File: src/rtl/dma_ext_port_ctrl.sv
// External-port bus controller for the DMA controller.
// Single-word requests from the DMAC are run on the external memory bus with a
// cs/we/ack handshake and programmable wait states. Writes are posted through
// a small FIFO. Reads are single-outstanding, issue only after every earlier
// posted write has drained, and return their data to the DMAC.
// A bus cycle that sees no valid ack within TIMEOUT wait cycles is aborted and
// flagged on bus_err. A write is dropped on abort; a read returns all-ones.

module dma_ext_port_ctrl #(
    parameter int DW          = 16,
    parameter int AW          = 16,
    parameter int DEPTH       = 4,
    parameter int WAIT_STATES = 1,
    parameter int TIMEOUT     = 64
) (
    input  logic          clk,
    input  logic          rst,
    input  logic          req_wr,
    input  logic          req_rd,
    input  logic [AW-1:0] req_addr,
    input  logic [DW-1:0] req_wdata,
    output logic          stall_ext,
    output logic          rd_valid,
    output logic [DW-1:0] rd_data,
    output logic          bus_err,
    output logic [AW-1:0] ext_addr,
    output logic [DW-1:0] ext_wdata,
    input  logic [DW-1:0] ext_rdata,
    output logic          ext_cs,
    output logic          ext_we,
    input  logic          ext_ack
);

    // Pointers carry one extra wrap bit so that full and empty can be told apart.
    localparam int PW = $clog2(DEPTH) + 1;
    localparam int IW = PW - 1;
    // The wait counter has to be able to reach TIMEOUT-1.
    localparam int CW = $clog2(TIMEOUT + 1);

    localparam logic [PW-1:0] PTR_ONE  = PW'(1);
    localparam logic [CW-1:0] CNT_ONE  = CW'(1);
    localparam logic [CW-1:0] WS_MIN   = CW'(WAIT_STATES);
    localparam logic [CW-1:0] CNT_LAST = CW'(TIMEOUT - 1);

    typedef enum logic [1:0] {
        ST_IDLE,
        ST_SETUP,
        ST_WAIT,
        ST_HOLD
    } state_e;

    typedef struct packed {
        logic [AW-1:0] addr;
        logic [DW-1:0] data;
    } wr_entry_t;

    // Posted-write FIFO
    wr_entry_t     fifo_mem [DEPTH];
    logic [PW-1:0] wr_ptr_q, wr_ptr_d;
    logic [PW-1:0] rd_ptr_q, rd_ptr_d;
    wr_entry_t     fifo_head;
    logic          fifo_empty;
    logic          fifo_full;

    // Request side
    logic          stall_init_q, stall_init_d;
    logic          rd_pending_q, rd_pending_d;
    logic [AW-1:0] rd_addr_q, rd_addr_d;
    logic          push;
    logic          rd_accept;

    // Bus sequencer
    state_e        state_q, state_d;
    logic          cyc_write_q, cyc_write_d;
    logic          abort_q, abort_d;
    logic [CW-1:0] cnt_q, cnt_d;
    logic [AW-1:0] bus_addr_q, bus_addr_d;
    logic [DW-1:0] bus_wdata_q, bus_wdata_d;
    logic [DW-1:0] rd_data_q, rd_data_d;
    logic          pop;
    logic          rd_done;

    // FIFO status and request acceptance
    always_comb begin
        fifo_head  = fifo_mem[rd_ptr_q[IW-1:0]];
        fifo_empty = (wr_ptr_q == rd_ptr_q);
        fifo_full  = (wr_ptr_q[PW-1] != rd_ptr_q[PW-1]) &&
                     (wr_ptr_q[IW-1:0] == rd_ptr_q[IW-1:0]);
        // Full blocks a push even if the head is popped on the same edge;
        // a simultaneous write wins over a read, which the DMAC keeps holding.
        stall_ext  = stall_init_q | fifo_full | rd_pending_q;
        push       = req_wr & ~stall_ext;
        rd_accept  = req_rd & ~req_wr & ~stall_ext;
    end

    // Next values for the FIFO pointers and the pending-read bookkeeping
    always_comb begin
        wr_ptr_d     = push ? (wr_ptr_q + PTR_ONE) : wr_ptr_q;
        rd_ptr_d     = pop  ? (rd_ptr_q + PTR_ONE) : rd_ptr_q;
        stall_init_d = 1'b0;
        rd_addr_d    = rd_accept ? req_addr : rd_addr_q;
        rd_pending_d = rd_pending_q;
        if (rd_accept) begin
            rd_pending_d = 1'b1;
        end else if (rd_done) begin
            rd_pending_d = 1'b0;
        end
    end

    // Bus FSM: next state and transfer bookkeeping
    always_comb begin
        // NOTE: every signal assigned in this block gets a default first, so no
        // path through the case can leave one unassigned and infer a latch.
        state_d     = state_q;
        cyc_write_d = cyc_write_q;
        abort_d     = abort_q;
        cnt_d       = cnt_q;
        bus_addr_d  = bus_addr_q;
        bus_wdata_d = bus_wdata_q;
        rd_data_d   = rd_data_q;
        pop         = 1'b0;
        rd_done     = 1'b0;

        case (state_q)
            ST_IDLE: begin
                // Posted writes always drain first, which is what keeps a read
                // ordered behind every write accepted before it.
                if (!fifo_empty) begin
                    state_d     = ST_SETUP;
                    cyc_write_d = 1'b1;
                    bus_addr_d  = fifo_head.addr;
                    bus_wdata_d = fifo_head.data;
                end else if (rd_pending_q) begin
                    state_d     = ST_SETUP;
                    cyc_write_d = 1'b0;
                    bus_addr_d  = rd_addr_q;
                    bus_wdata_d = '0;
                end
            end

            ST_SETUP: begin
                cnt_d   = '0;
                abort_d = 1'b0;
                state_d = ST_WAIT;
            end

            ST_WAIT: begin
                if (ext_ack && (cnt_q >= WS_MIN)) begin
                    state_d = ST_HOLD;
                    abort_d = 1'b0;
                    if (cyc_write_q) begin
                        pop = 1'b1;
                    end else begin
                        rd_data_d = ext_rdata;
                    end
                end else if (cnt_q == CNT_LAST) begin
                    // No usable ack in time: drop the write or return all-ones.
                    state_d = ST_HOLD;
                    abort_d = 1'b1;
                    if (cyc_write_q) begin
                        pop = 1'b1;
                    end else begin
                        rd_data_d = '1;
                    end
                end else begin
                    cnt_d = cnt_q + CNT_ONE;
                end
            end

            ST_HOLD: begin
                // Turnaround cycle; a finished read is reported here and the
                // request port reopens on the next edge.
                rd_done = ~cyc_write_q;
                state_d = ST_IDLE;
            end

            default: begin
                state_d = ST_IDLE;
            end
        endcase
    end

    // Bus and DMAC-facing outputs, decoded from the registered state so that
    // an asynchronous reset drops the chip select at once.
    always_comb begin
        ext_cs    = (state_q == ST_SETUP) || (state_q == ST_WAIT);
        ext_we    = ext_cs & cyc_write_q;
        ext_addr  = bus_addr_q;
        ext_wdata = bus_wdata_q;
        rd_valid  = (state_q == ST_HOLD) & ~cyc_write_q;
        bus_err   = (state_q == ST_HOLD) & abort_q;
        rd_data   = rd_data_q;
    end

    // Control and datapath registers
    always_ff @(posedge clk or negedge rst) begin
        // NOTE: state is updated with non-blocking assignments so every flop
        // samples the pre-edge values regardless of statement order.
        if (!rst) begin
            state_q      <= ST_IDLE;
            wr_ptr_q     <= '0;
            rd_ptr_q     <= '0;
            stall_init_q <= 1'b1;
            rd_pending_q <= 1'b0;
            rd_addr_q    <= '0;
            cyc_write_q  <= 1'b0;
            abort_q      <= 1'b0;
            cnt_q        <= '0;
            bus_addr_q   <= '0;
            bus_wdata_q  <= '0;
            rd_data_q    <= '0;
        end else begin
            state_q      <= state_d;
            wr_ptr_q     <= wr_ptr_d;
            rd_ptr_q     <= rd_ptr_d;
            stall_init_q <= stall_init_d;
            rd_pending_q <= rd_pending_d;
            rd_addr_q    <= rd_addr_d;
            cyc_write_q  <= cyc_write_d;
            abort_q      <= abort_d;
            cnt_q        <= cnt_d;
            bus_addr_q   <= bus_addr_d;
            bus_wdata_q  <= bus_wdata_d;
            rd_data_q    <= rd_data_d;
        end
    end

    // Posted-write entry storage, written on accepted writes
    always_ff @(posedge clk) begin
        // NOTE: the entry array has no reset; the pointers alone say which
        // entries are valid, so clearing the contents would achieve nothing.
        if (push) begin
            fifo_mem[wr_ptr_q[IW-1:0]] <= wr_entry_t'{addr: req_addr, data: req_wdata};
        end
    end

endmodule

File: config.mk
export PLATFORM = sky130hd
export DESIGN_NAME = dma_ext_port_ctrl
export DESIGN_NICKNAME = d
export VERILOG_FILES = /design/src/rtl/dma_ext_port_ctrl.sv
export SDC_FILE = /design/constraint.sdc
export NUM_CORES = 1
export LEC_CHECK = 0
export CAP_MARGIN = 20
export CORE_ASPECT_RATIO = 0.6
export CORE_MARGIN = 4
export CORE_UTILIZATION = 42
export CTS_CLUSTER_SIZE = 40
export DETAILED_ROUTE_END_ITERATION = 8
export HOLD_SLACK_MARGIN = 0.08
export PLACE_DENSITY_LB_ADDON = 0.12
export SLEW_MARGIN = 40
export SYNTH_ARGS = -nofsm -noshare
export SYNTH_HDL_FRONTEND = slang
export SYNTH_SLANG_ARGS = --single-unit
File: constraint.sdc
create_clock -name clk -period 4.03 [get_ports clk]
set_input_delay 0.403 -clock clk [delete_from_list [all_inputs] [get_ports clk]]
set_output_delay 0.403 -clock clk [all_outputs]
set_load 0.05 [all_outputs]
* Word-level counts from Yosys, hierarchy flattened
Memories as Yosys holds them, arrays and structs flattened. Index checks and enable logic that the tools add are counted.
Storage, ports and cells: output and inout bits 53, word-level logic and storage cells 84, register bits after elaboration 83, memory bits (writable) 128, input bits 53, memories 1
Cells by class: magnitude comparators 1, add/sub/neg operators 3, equality and inequality tests 14, bitwise operators 11, muxes and demuxes 30, reductions and logical operators 12
Memory list:
- fifo_mem | words 4, bits a word 32, read ports 1, clocked after memory_dff 0, wr ports 1, RTL line 58 | wr_entry_t fifo_mem [DEPTH];
Operators with widths (number):
- 2-to-1 mux 16 bit | 8
- 2-to-1 mux 7 bit | 2
- one-hot mux 7 bit (2 select lines) | 1
- 2-to-1 mux 1 bit | 13
- 2-to-1 mux 2 bit | 4
- != test 2 bit, second input constant | 4
- one-hot mux 2 bit (4 select lines) | 1
- adder 7 x 1 -> 7 bit, second input constant | 1
- equality test 7 x 6 -> 1 bit, second input constant | 1
- >= comparator 7 x 1 -> 1 bit, second input constant | 1
- adder 3 x 1 -> 3 bit, second input constant | 2
- bitwise AND 1 bit | 6
- != test 3 bit, second input constant | 2
- AND reduction 2 bit | 3
- nonzero test 2 bit | 3
- equality test 2 bit, second input constant | 2
- AND reduction 4 bit | 1
- equality test 3 bit | 1
- NOT 1 bit | 3
- AND reduction 3 bit | 1
- equality test 2 x 1 -> 1 bit, second input constant | 1
- equality test 2 bit | 1
- logical AND 1 bit | 2
- logical NOT 2 bit | 1
- other kinds (5) | 6

* Logic depth before layout (Yosys ltp)
Gate-level depths: netlist of run 1.
word-level depth 8, mapped depth 8, depth with buffers taken out 6

* Worst setup path after synthesis of run 1
No wires, ideal clock.
path kind reg2reg, start point register rd_ptr_q[0], end point memory fifo_mem[3][0] (netlist name) (enable), library setup time 394 ps, path slack 1496 ps, path buffers 1, data required time 3636 ps, stages on the path, launching flop included 5, arrival time 2140 ps, period minus slack after synthesis 2534 ps, cell sequence dfrtp_1 -> buf_2 -> xnor2_1 -> a311oi_1 -> and2_1
On the way: cells in the longest elaborated chain, start to end 8
RTL lines:
- start, declared | RTL line 60 | logic [PW-1:0] rd_ptr_q, rd_ptr_d;
- start signal, assigned | RTL line 215 | rd_ptr_q <= rd_ptr_d;
- equality test 2 bit | RTL line 88 | (wr_ptr_q[IW-1:0] == rd_ptr_q[IW-1:0]);
- logical AND 1 bit | RTL line 87 | fifo_full = (wr_ptr_q[PW-1] != rd_ptr_q[PW-1]) &&
- OR 1 bit (2 in a row) | RTL line 91 | stall_ext = stall_init_q | fifo_full | rd_pending_q;
- NOT 1 bit | RTL line 92 | push = req_wr & ~stall_ext;
- bitwise AND 1 bit | RTL line 92
- 2-to-1 mux 1 bit | RTL line 232 | if (push) begin
- 2-to-1 mux 1 bit (implied by the code) | RTL line 233 | fifo_mem[wr_ptr_q[IW-1:0]] <= wr_entry_t'{addr: req_addr, data: req_wdata};
- end, declared | RTL line 58
No other way between the ends.

* Final worst setup path of run 1
start point register rd_ptr_q[2], end point output stall_ext
On the way: cells in the longest elaborated chain, start to end 4
RTL lines:
- != test 1 bit | RTL line 87
- logical AND 1 bit | RTL line 87
- OR 1 bit (2 in a row) | RTL line 91
- end, declared | RTL line 22 | output logic stall_ext,
No other way between the ends.

==> results of run 1 <==
worst max-delay path by stage:
stage	to	depth (start not counted)	slack, ns	startpoint
2_1_floorplan	fifo_mem[3][0]	4	1.50	rd_ptr_q[0]
3_3_place_gp	fifo_mem[3][7]	4	1.19	req_wr
3_5_place_dp	fifo_mem[1][4]	4	1.30	req_wr
4_1_cts	stall_ext	4	1.11	rd_ptr_q[2]
5_1_grt	stall_ext	4	0.93	rd_ptr_q[2]
6_report	stall_ext	4	1.10	rd_ptr_q[2]
power by group:
part / internal [uW] / leakage (uW) / switching [uW]
sequential: 2800 / 0.00215 / 270
clock: 1080 / 0.000323 / 793
combinational: 1360 / 0.00132 / 2110
sequential cells by signal, indices dropped and copies added (netlist names), 2 cells and up:
| name | flops |
|---|---|
| fifo_mem | 128 |
| ext_addr | 16 |
| ext_wdata | 16 |
| rd_addr_q | 16 |
| rd_data | 16 |
| cnt_q | 7 |
| rd_ptr_q | 3 |
| wr_ptr_q | 3 |
| state_q | 2 |
logic make-up (layout without fill, tap and decap cells):
family | after synthesis | after routing | share of synthesized area (%)
xor gates and xnor gates | 9 | 9 | 0.9426
adders and majority gates | 12 | 12 | 1.795
other | 1 | 1 | 0.04484
and+or+nand+nor | 70 | 70 | 4.369
muxes | 66 | 66 | 12.96
buffers and inverters | 36 | 158 | 1.855
AOI/OAI and AO/OA | 74 | 74 | 7.226
DFF | 211 | 211 | 70.81
what timing repair did:
| action | 4_1_cts | 5_1_grt |
|---|---|---|
| setup endpoints to repair | 0 | 0 |
| buffers inserted | 0 | 0 |
| hold buffers | 1 | 0 |
| endpoints found under the hold margin | 49 | 0 |
final cells by class:
type	instances	area, sq um
fillers	1550	8900
flip-flops and latches	211	5924
multi-input cells	232	2326
repair buffers	112	1104
clock buffers	34	635.6
well taps	266	332.8
inverters	8	30.03
clock inverters	4	22.52
per-layer routing:
metal	vias to the layer above	share of wire [%]	GRT usage, %
li1	2083	-	-
met2	126	42	22.13
met4	0	1.6	3.094
met1	2312	49	25.84
met5	-	0	0
met3	29	7.0	3.414
cells in the mapped netlist, types with 2 or more instances:
master / number
sky130_fd_sc_hd__or3_1: 3
sky130_fd_sc_hd__o311ai_0: 2
sky130_fd_sc_hd__a31oi_1: 3
sky130_fd_sc_hd__o211ai_1: 2
sky130_fd_sc_hd__ha_1: 12
sky130_fd_sc_hd__buf_2: 13
sky130_fd_sc_hd__nand3_1: 5
sky130_fd_sc_hd__nand2b_1: 4
sky130_fd_sc_hd__nor4b_1: 2
sky130_fd_sc_hd__a21oi_1: 2
sky130_fd_sc_hd__nand4_1: 3
sky130_fd_sc_hd__mux2_2: 17
sky130_fd_sc_hd__or4_1: 2
sky130_fd_sc_hd__nand2_1: 22
sky130_fd_sc_hd__inv_1: 8
sky130_fd_sc_hd__clkbuf_1: 14
sky130_fd_sc_hd__mux4_2: 32
sky130_fd_sc_hd__o21ba_2: 16
sky130_fd_sc_hd__and2_1: 6
sky130_fd_sc_hd__o31ai_1: 2
sky130_fd_sc_hd__xor2_1: 6
sky130_fd_sc_hd__mux2i_1: 16
sky130_fd_sc_hd__o21ai_0: 19
sky130_fd_sc_hd__nor3_1: 17
sky130_fd_sc_hd__dfrtp_1: 82
sky130_fd_sc_hd__a31o_2: 2
sky130_fd_sc_hd__xnor2_1: 3
sky130_fd_sc_hd__a32o_1: 16
sky130_fd_sc_hd__edfxtp_1: 128
worst reg2reg max path: stages (launching register included):
cell	delay, ns
sky130_fd_sc_hd__dfrtp_1	0.41
sky130_fd_sc_hd__inv_1	0.12
sky130_fd_sc_hd__ha_1	0.47
sky130_fd_sc_hd__nand2b_1	0.49
sky130_fd_sc_hd__a21oi_2	0.74
sky130_fd_sc_hd__o21ba_2	0.23
metrics by stage:
step | hold slack, ns | cells | util, % | setup slack [ns]
floorplan | 0.1074 | 479 | - | 1.496
global placement | 0.4625 | 828 | 50.24 | 1.187
detailed placement | 0.4705 | 828 | 50.33 | 1.296
CTS | 0.4843 | 867 | 53.79 | 1.112
global route | 0.4984 | 867 | 53.83 | 0.9338
finish | 0.4760 | 867 | 53.83 | 1.104
==> results.rst, run 1 <==
.. list-table::
   :header-rows: 1

   * - Metric
     - Value
   * - Clock Path Buffers
     - 3
   * - DRC violation count after routing
     - 0
   * - Cell area reported after detailed placement
     - 9701 sq um
   * - GRT Residual Overflow
     - 0
   * - Dominant cell type by area after synthesis
     - sky130_fd_sc_hd__edfxtp_1
   * - Critical path, cell by cell
     - xor2_1 -> a31oi_1 -> inv_1 -> clkdlybuf4s50_1
   * - Via count
     - about 4.6k
   * - Source-to-sink clock delay at the later pin of the worst-skew pair
     - 0.50 ns
   * - Distinct cells, synth
     - 49
   * - Fraction of the cycle the final worst path needs
     - 72.59%
   * - Max Cap Viol
     - 0
   * - Post-layout nets
     - 651
   * - Least-Margin Pin Slew
     - 0.7775 ns
   * - Post-DP HPWL
     - 11.13 mm
   * - Final worst path period need
     - 2.926 ns
   * - Total power
     - ~8400 uW
   * - Main synth FF type
     - sky130_fd_sc_hd__edfxtp_1
   * - Die Outline Area
     - 22,310 sq um
   * - Type of the tightest min-delay check
     - primary input to async pin
   * - Core Area
     - 19,270 sq um
   * - Final slew viol count
     - 0
   * - Maximum number of pins on one net before global-route repair
     - 51
   * - Final antenna diode count
     - 0
   * - Highest ir drop seen on vdd
     - 0.3886 mV
   * - Critical Setup Path Class
     - register to output port
   * - Sinks on the clock net
     - 211
   * - Vias in the first global route
     - about 4.7k
   * - Worst max-slew margin expressed relative to the limit
     - 48.16%
   * - Clock tree from TritonCTS
     - built
   * - Buffer type at the clock tree root
     - sky130_fd_sc_hd__clkbuf_16
   * - GRT Util Overall
     - 15.91%
   * - Final Hold Vio Count
     - 0
   * - Post-Layout Inst Area
     - around 10,000 sq um
   * - Number of antenna violations at the first check in global routing
     - 0
   * - Area share of the largest cell type after synthesis
     - 45.96%
   * - Worst reg-to-reg path cell count
     - 5
   * - PortBufs
     - 105
   * - Async SR Flop Fraction
     - 39.34%
   * - Area added between synthesis and finish
     - 24.06%
   * - Crit end category
     - output port
   * - Most frequent cells in the layout
     - 128 x sky130_fd_sc_hd__edfxtp_1, 104 x sky130_fd_sc_hd__clkdlybuf4s50_1, 80 x sky130_fd_sc_hd__dfrtp_1
   * - Count of state elements after synthesis
     - 211
   * - Status
     - finished, final reports clean
   * - Register-to-register path setup slack
     - 1.52 ns
   * - Drt total wl
     - 17.54 mm
   * - Finish-stage setup viols
     - 0
   * - Power density normalized to cell area
     - 810.4 nW/um^2
   * - First-pass GRT wire length
     - about 28 mm
   * - Fmax achieved
     - 0.3418 GHz
   * - Number of instances in the synthesized netlist
     - ~480
   * - Number of H-tree levels
     - 1
   * - Cells taking the most area after synthesis
     - sky130_fd_sc_hd__edfxtp_1 46%, sky130_fd_sc_hd__dfrtp_1 25%, sky130_fd_sc_hd__mux4_2 8.6%, sky130_fd_sc_hd__mux2_2 2.3%, sky130_fd_sc_hd__a32o_1 1.9%
   * - RSZ-0062 raised after global routing
     - no
   * - IO Count
     - 106
   * - WP data arrival
     - 2.52 ns
   * - Gpl congestion
     - 0.6978
   * - Buffer and inverter count on the worst path
     - 2
   * - Critical path's top delay family
     - buffers and inverters
   * - LEAKAGE
     - 0.003790 uW
   * - Starting Density
     - 43.39%
   * - Largest stage delay on the critical path
     - 0.80 ns
   * - # rows
     - 39
   * - CTS buffer count
     - 21
   * - Most common library cell in the layout ignoring fill and taps
     - sky130_fd_sc_hd__edfxtp_1
   * - Iteration count of the initial detailed-routing pass
     - 5
   * - Number of DRC violations after detailed-routing iteration 0
     - 252
   * - Resized cells post-CTS
     - 0
   * - Post-Synthesis Mean Instance Area
     - 17.46 sq um
   * - Mean number of vias per cell
     - 5.248
   * - Worst-case clock skew
     - 0.009547 ns
   * - Required time of the critical path
     - between 3 and 4 ns
   * - FF-to-FF Start
     - state_q[0]
   * - Post-synthesis instance area
     - 8363 sq um
   * - Number of nets produced by synthesis
     - 544
   * - Residual antenna-violating net count after detailed routing
     - 0
   * - CP max FO
     - 5
   * - Count of synthesis-stage warnings from yosys
     - 0
   * - Startpoint class of the critical path
     - register
   * - Clock input transition at the sequential cells of the worst setup and hold paths
     - 0.06 ns
   * - Slowest-stage cell, CP
     - sky130_fd_sc_hd__clkdlybuf4s50_1
   * - Width of the die
     - 190.2 um
   * - Die height
     - 117.3 um
   * - Average routed wire per standard cell
     - 20.23 um
   * - Ratio of cells with drive above 1 in the final layout
     - 19.97%
   * - Number of enable-type register cells in the synthesized netlist
     - 128
   * - Endpoint of the worst-slack reg-to-reg timing path
     - rd_data[7]
   * - Share of synthesized area occupied by flip-flops and latches
     - 70.81%
   * - Final setup TNS
     - 0 ns
(Power assumes the default switching activity.)
==> run 2: changes to the inputs <==
==> constraint.sdc (replaced) <==
create_clock -name clk -period 2.5 [get_ports clk]
set_input_delay 0.25 -clock clk [delete_from_list [all_inputs] [get_ports clk]]
set_output_delay 0.25 -clock clk [all_outputs]
set_load 0.05 [all_outputs]
==> run 2 against run 1 <==
Flip-flop and latch count unchanged; die area did not move; largest cell class unchanged; critical endpoint is now ext_cs; critical path type unchanged; register-to-register slack worse by 1.3 ns; wire length fell by 1.6%.
==> results.rst, run 2 (same netlist as run 1, synthesis figures left out) <==
.. list-table::
   :header-rows: 1

   * - Metric
     - Value
   * - Number of H-tree levels
     - 1
   * - Critical path, cell by cell
     - inv_1 -> ha_1 -> clkdlybuf4s50_1
   * - Final setup TNS
     - 0 ns
   * - Source-to-sink clock delay at the later pin of the worst-skew pair
     - between 0.4 and 0.5 ns
   * - Power density normalized to cell area
     - 1299 nW/um^2
   * - Register-to-register path setup slack
     - 0.23 ns
   * - Die Outline Area
     - 22,310 sq um
   * - Fraction of power consumed by the clock network
     - 22.8%
   * - Cell count along the critical path
     - 3
   * - Maximum number of pins on one net before global-route repair
     - 57
   * - FF-to-FF Start
     - cnt_q[0]
   * - Clock Path Buffers
     - 3
   * - Final Worst Setup Slack
     - 0.1126 ns
   * - Fmax achieved
     - ~0.42 GHz
   * - Drt total wl
     - about 17 mm
   * - Number of DRC violations after detailed-routing iteration 0
     - 253
   * - Endpoint of the worst-slack reg-to-reg timing path
     - rd_data[9]
   * - Max Cap Viol
     - 0
   * - First-pass GRT wire length
     - between 20 and 30 mm
   * - Internal cell power
     - between 8000 and 9000 uW
   * - # rows
     - 39
   * - Clock input transition at the sequential cells of the worst setup and hold paths
     - 0.06 ns
   * - Worst-case clock skew
     - 0.008650 ns
   * - Highest ir drop seen on vdd
     - 0.6136 mV
   * - CP max FO
     - 4
   * - Mean number of vias per cell
     - between 5 and 6
   * - Clock tree from TritonCTS
     - built
   * - Worst slack at placement
     - 0.2370 ns
   * - Area added between synthesis and finish
     - 26.60%
   * - Ratio of cells with drive above 1 in the final layout
     - roughly 22%
   * - Starting Density
     - a little over two fifths
   * - Total power
     - 13,750 uW
   * - Share of power burned in registers
     - 35.9%
   * - Buffer and inverter count on the worst path
     - 2
   * - Most frequent cells in the layout
     - 128 x sky130_fd_sc_hd__edfxtp_1, 101 x sky130_fd_sc_hd__clkdlybuf4s50_1, 80 x sky130_fd_sc_hd__dfrtp_1
   * - Critical Setup Path Class
     - register to output port
   * - Worst reg-to-reg path cell count
     - 5
   * - Critical path's top delay family
     - buffers and inverters
   * - Final slew viol count
     - 0
   * - Required time of the critical path
     - 2.25 ns
   * - DRC violation count after routing
     - 0
   * - Number of antenna violations at the first check in global routing
     - 1
   * - Residual antenna-violating net count after detailed routing
     - 0
   * - Total net switching power
     - between 5000 and 6000 uW
   * - Net switching fraction of the power
     - 36.93%
   * - Post-DP HPWL
     - roughly 11 mm
   * - Worst max-slew margin expressed relative to the limit
     - between 40% and 50%
   * - Crit end category
     - output port
   * - Buffer type at the clock tree root
     - sky130_fd_sc_hd__clkbuf_16
   * - Final antenna diode count
     - 0
   * - IO Count
     - 106
   * - LEAKAGE
     - 0.003918 uW
   * - GRT Residual Overflow
     - 0
   * - Gpl congestion
     - 0.7369
   * - Least-Margin Pin Slew
     - 0.7544 ns
   * - Via count
     - 4,621
   * - Final worst path period need
     - 2.387 ns
   * - Proportion of power drawn by combinational gates
     - between 40 and 50%
   * - Most common library cell in the layout ignoring fill and taps
     - sky130_fd_sc_hd__edfxtp_1
   * - Cell area reported after detailed placement
     - 9882 sq um
   * - Sinks on the clock net
     - between 200 and 250
   * - Finish-stage setup viols
     - 0
   * - Launching element of the worst setup path
     - state_q[0]
   * - RSZ-0062 raised after global routing
     - no
   * - Largest stage delay on the critical path
     - 0.82 ns
   * - Slowest-stage cell, CP
     - sky130_fd_sc_hd__clkdlybuf4s50_1
   * - Fraction of the cycle the final worst path needs
     - between 90% and 100%
   * - Final instance count without filler cells
     - 884
   * - Type of the tightest min-delay check
     - primary input to async pin
   * - PortBufs
     - 105
   * - Average routed wire per standard cell
     - a little under 20 um
   * - WP data arrival
     - approximately 2.1 ns
   * - CTS buffer count
     - 21
   * - Post-Layout Inst Area
     - 10,590 sq um
   * - GRT Util Overall
     - about 16%
   * - Die height
     - 117.3 um
   * - Flip-flop count of the largest register, all copies and words added
     - 128
   * - Vias in the first global route
     - roughly 5k
   * - Status
     - finished, final reports clean
   * - Cells after DPL
     - ~850
   * - Crit path to
     - ext_cs
   * - Final Hold Vio Count
     - 0
   * - Post-layout nets
     - 668
   * - Iteration count of the initial detailed-routing pass
     - 4
   * - Width of the die
     - between 150 and 200 um
   * - Startpoint class of the critical path
     - register
   * - Core Area
     - 19,270 sq um
-- run 2: cell type report --
class / instances / area, sq um
Inverter: 8 / 30.03
Timing Repair Buffer: 129 / 1308
Fill cell: 1519 / 8687
Tap cell: 266 / 332.8
Clock inverter: 13 / 148.9
Sequential cell: 211 / 5924
Clock buffer: 25 / 540.5
Multi-Input combinational cell: 232 / 2303
-- run 2: worst min path at each step --
stage	start	end	slack, ns	cells past startpoint
2_1_floorplan	rst	abort_q	-0.05	0
3_3_place_gp	rst	ext_wdata[5]	0.39	1
3_5_place_dp	rst	ext_wdata[5]	0.39	1
4_1_cts	req_wdata[8]	fifo_mem[1][8]	0.37	1
5_1_grt	rst	ext_wdata[5]	0.35	2
6_report	rst	ext_wdata[5]	0.31	2
-- run 2: routing by layer --
layer	up-vias	part of all wire [%]	track usage, %
met1	2371	46	22.90
met3	22	6.2	3.830
met4	2	1.2	2.646
met2	98	47	24.31
met5	-	0.075	0
li1	2128	-	-
-- run 2: power by group through the flow --
stage                     sequential [uW]  combinational (uW)  clock [uW]
after CTS                            4950                5790        3230
after global routing                 5030                6110        3400
after floorplan                      6160                2690           0
after global placement               4990                5700           0
final                                4940                5680        3130
after detailed placement             5010                5770           0
-- run 2: worst register-to-register path: stages (launching register included) --
cell                      delay [ns]
sky130_fd_sc_hd__dfrtp_1        0.44
sky130_fd_sc_hd__ha_1           0.24
sky130_fd_sc_hd__nand3_1        0.15
sky130_fd_sc_hd__or3_1          0.51
sky130_fd_sc_hd__a21oi_2        0.64
sky130_fd_sc_hd__o21ba_2        0.23
-- run 2: per-stage QoR --
step	utilization (%)	hold slack (ns)
3_5_place_dp	51.27	0.3865
4_1_cts	54.90	0.3744
2_1_floorplan	-	-0.04559
6_report	54.93	0.3065
3_3_place_gp	51.27	0.3852
5_1_grt	54.93	0.3521
-- run 2: timing repair --
action                     CTS  global route
hold buffers                 1             0
buffers inserted             0             0
gates resized for setup      0             1
setup endpoints to repair    0             1
hold endpoints to repair    53             0
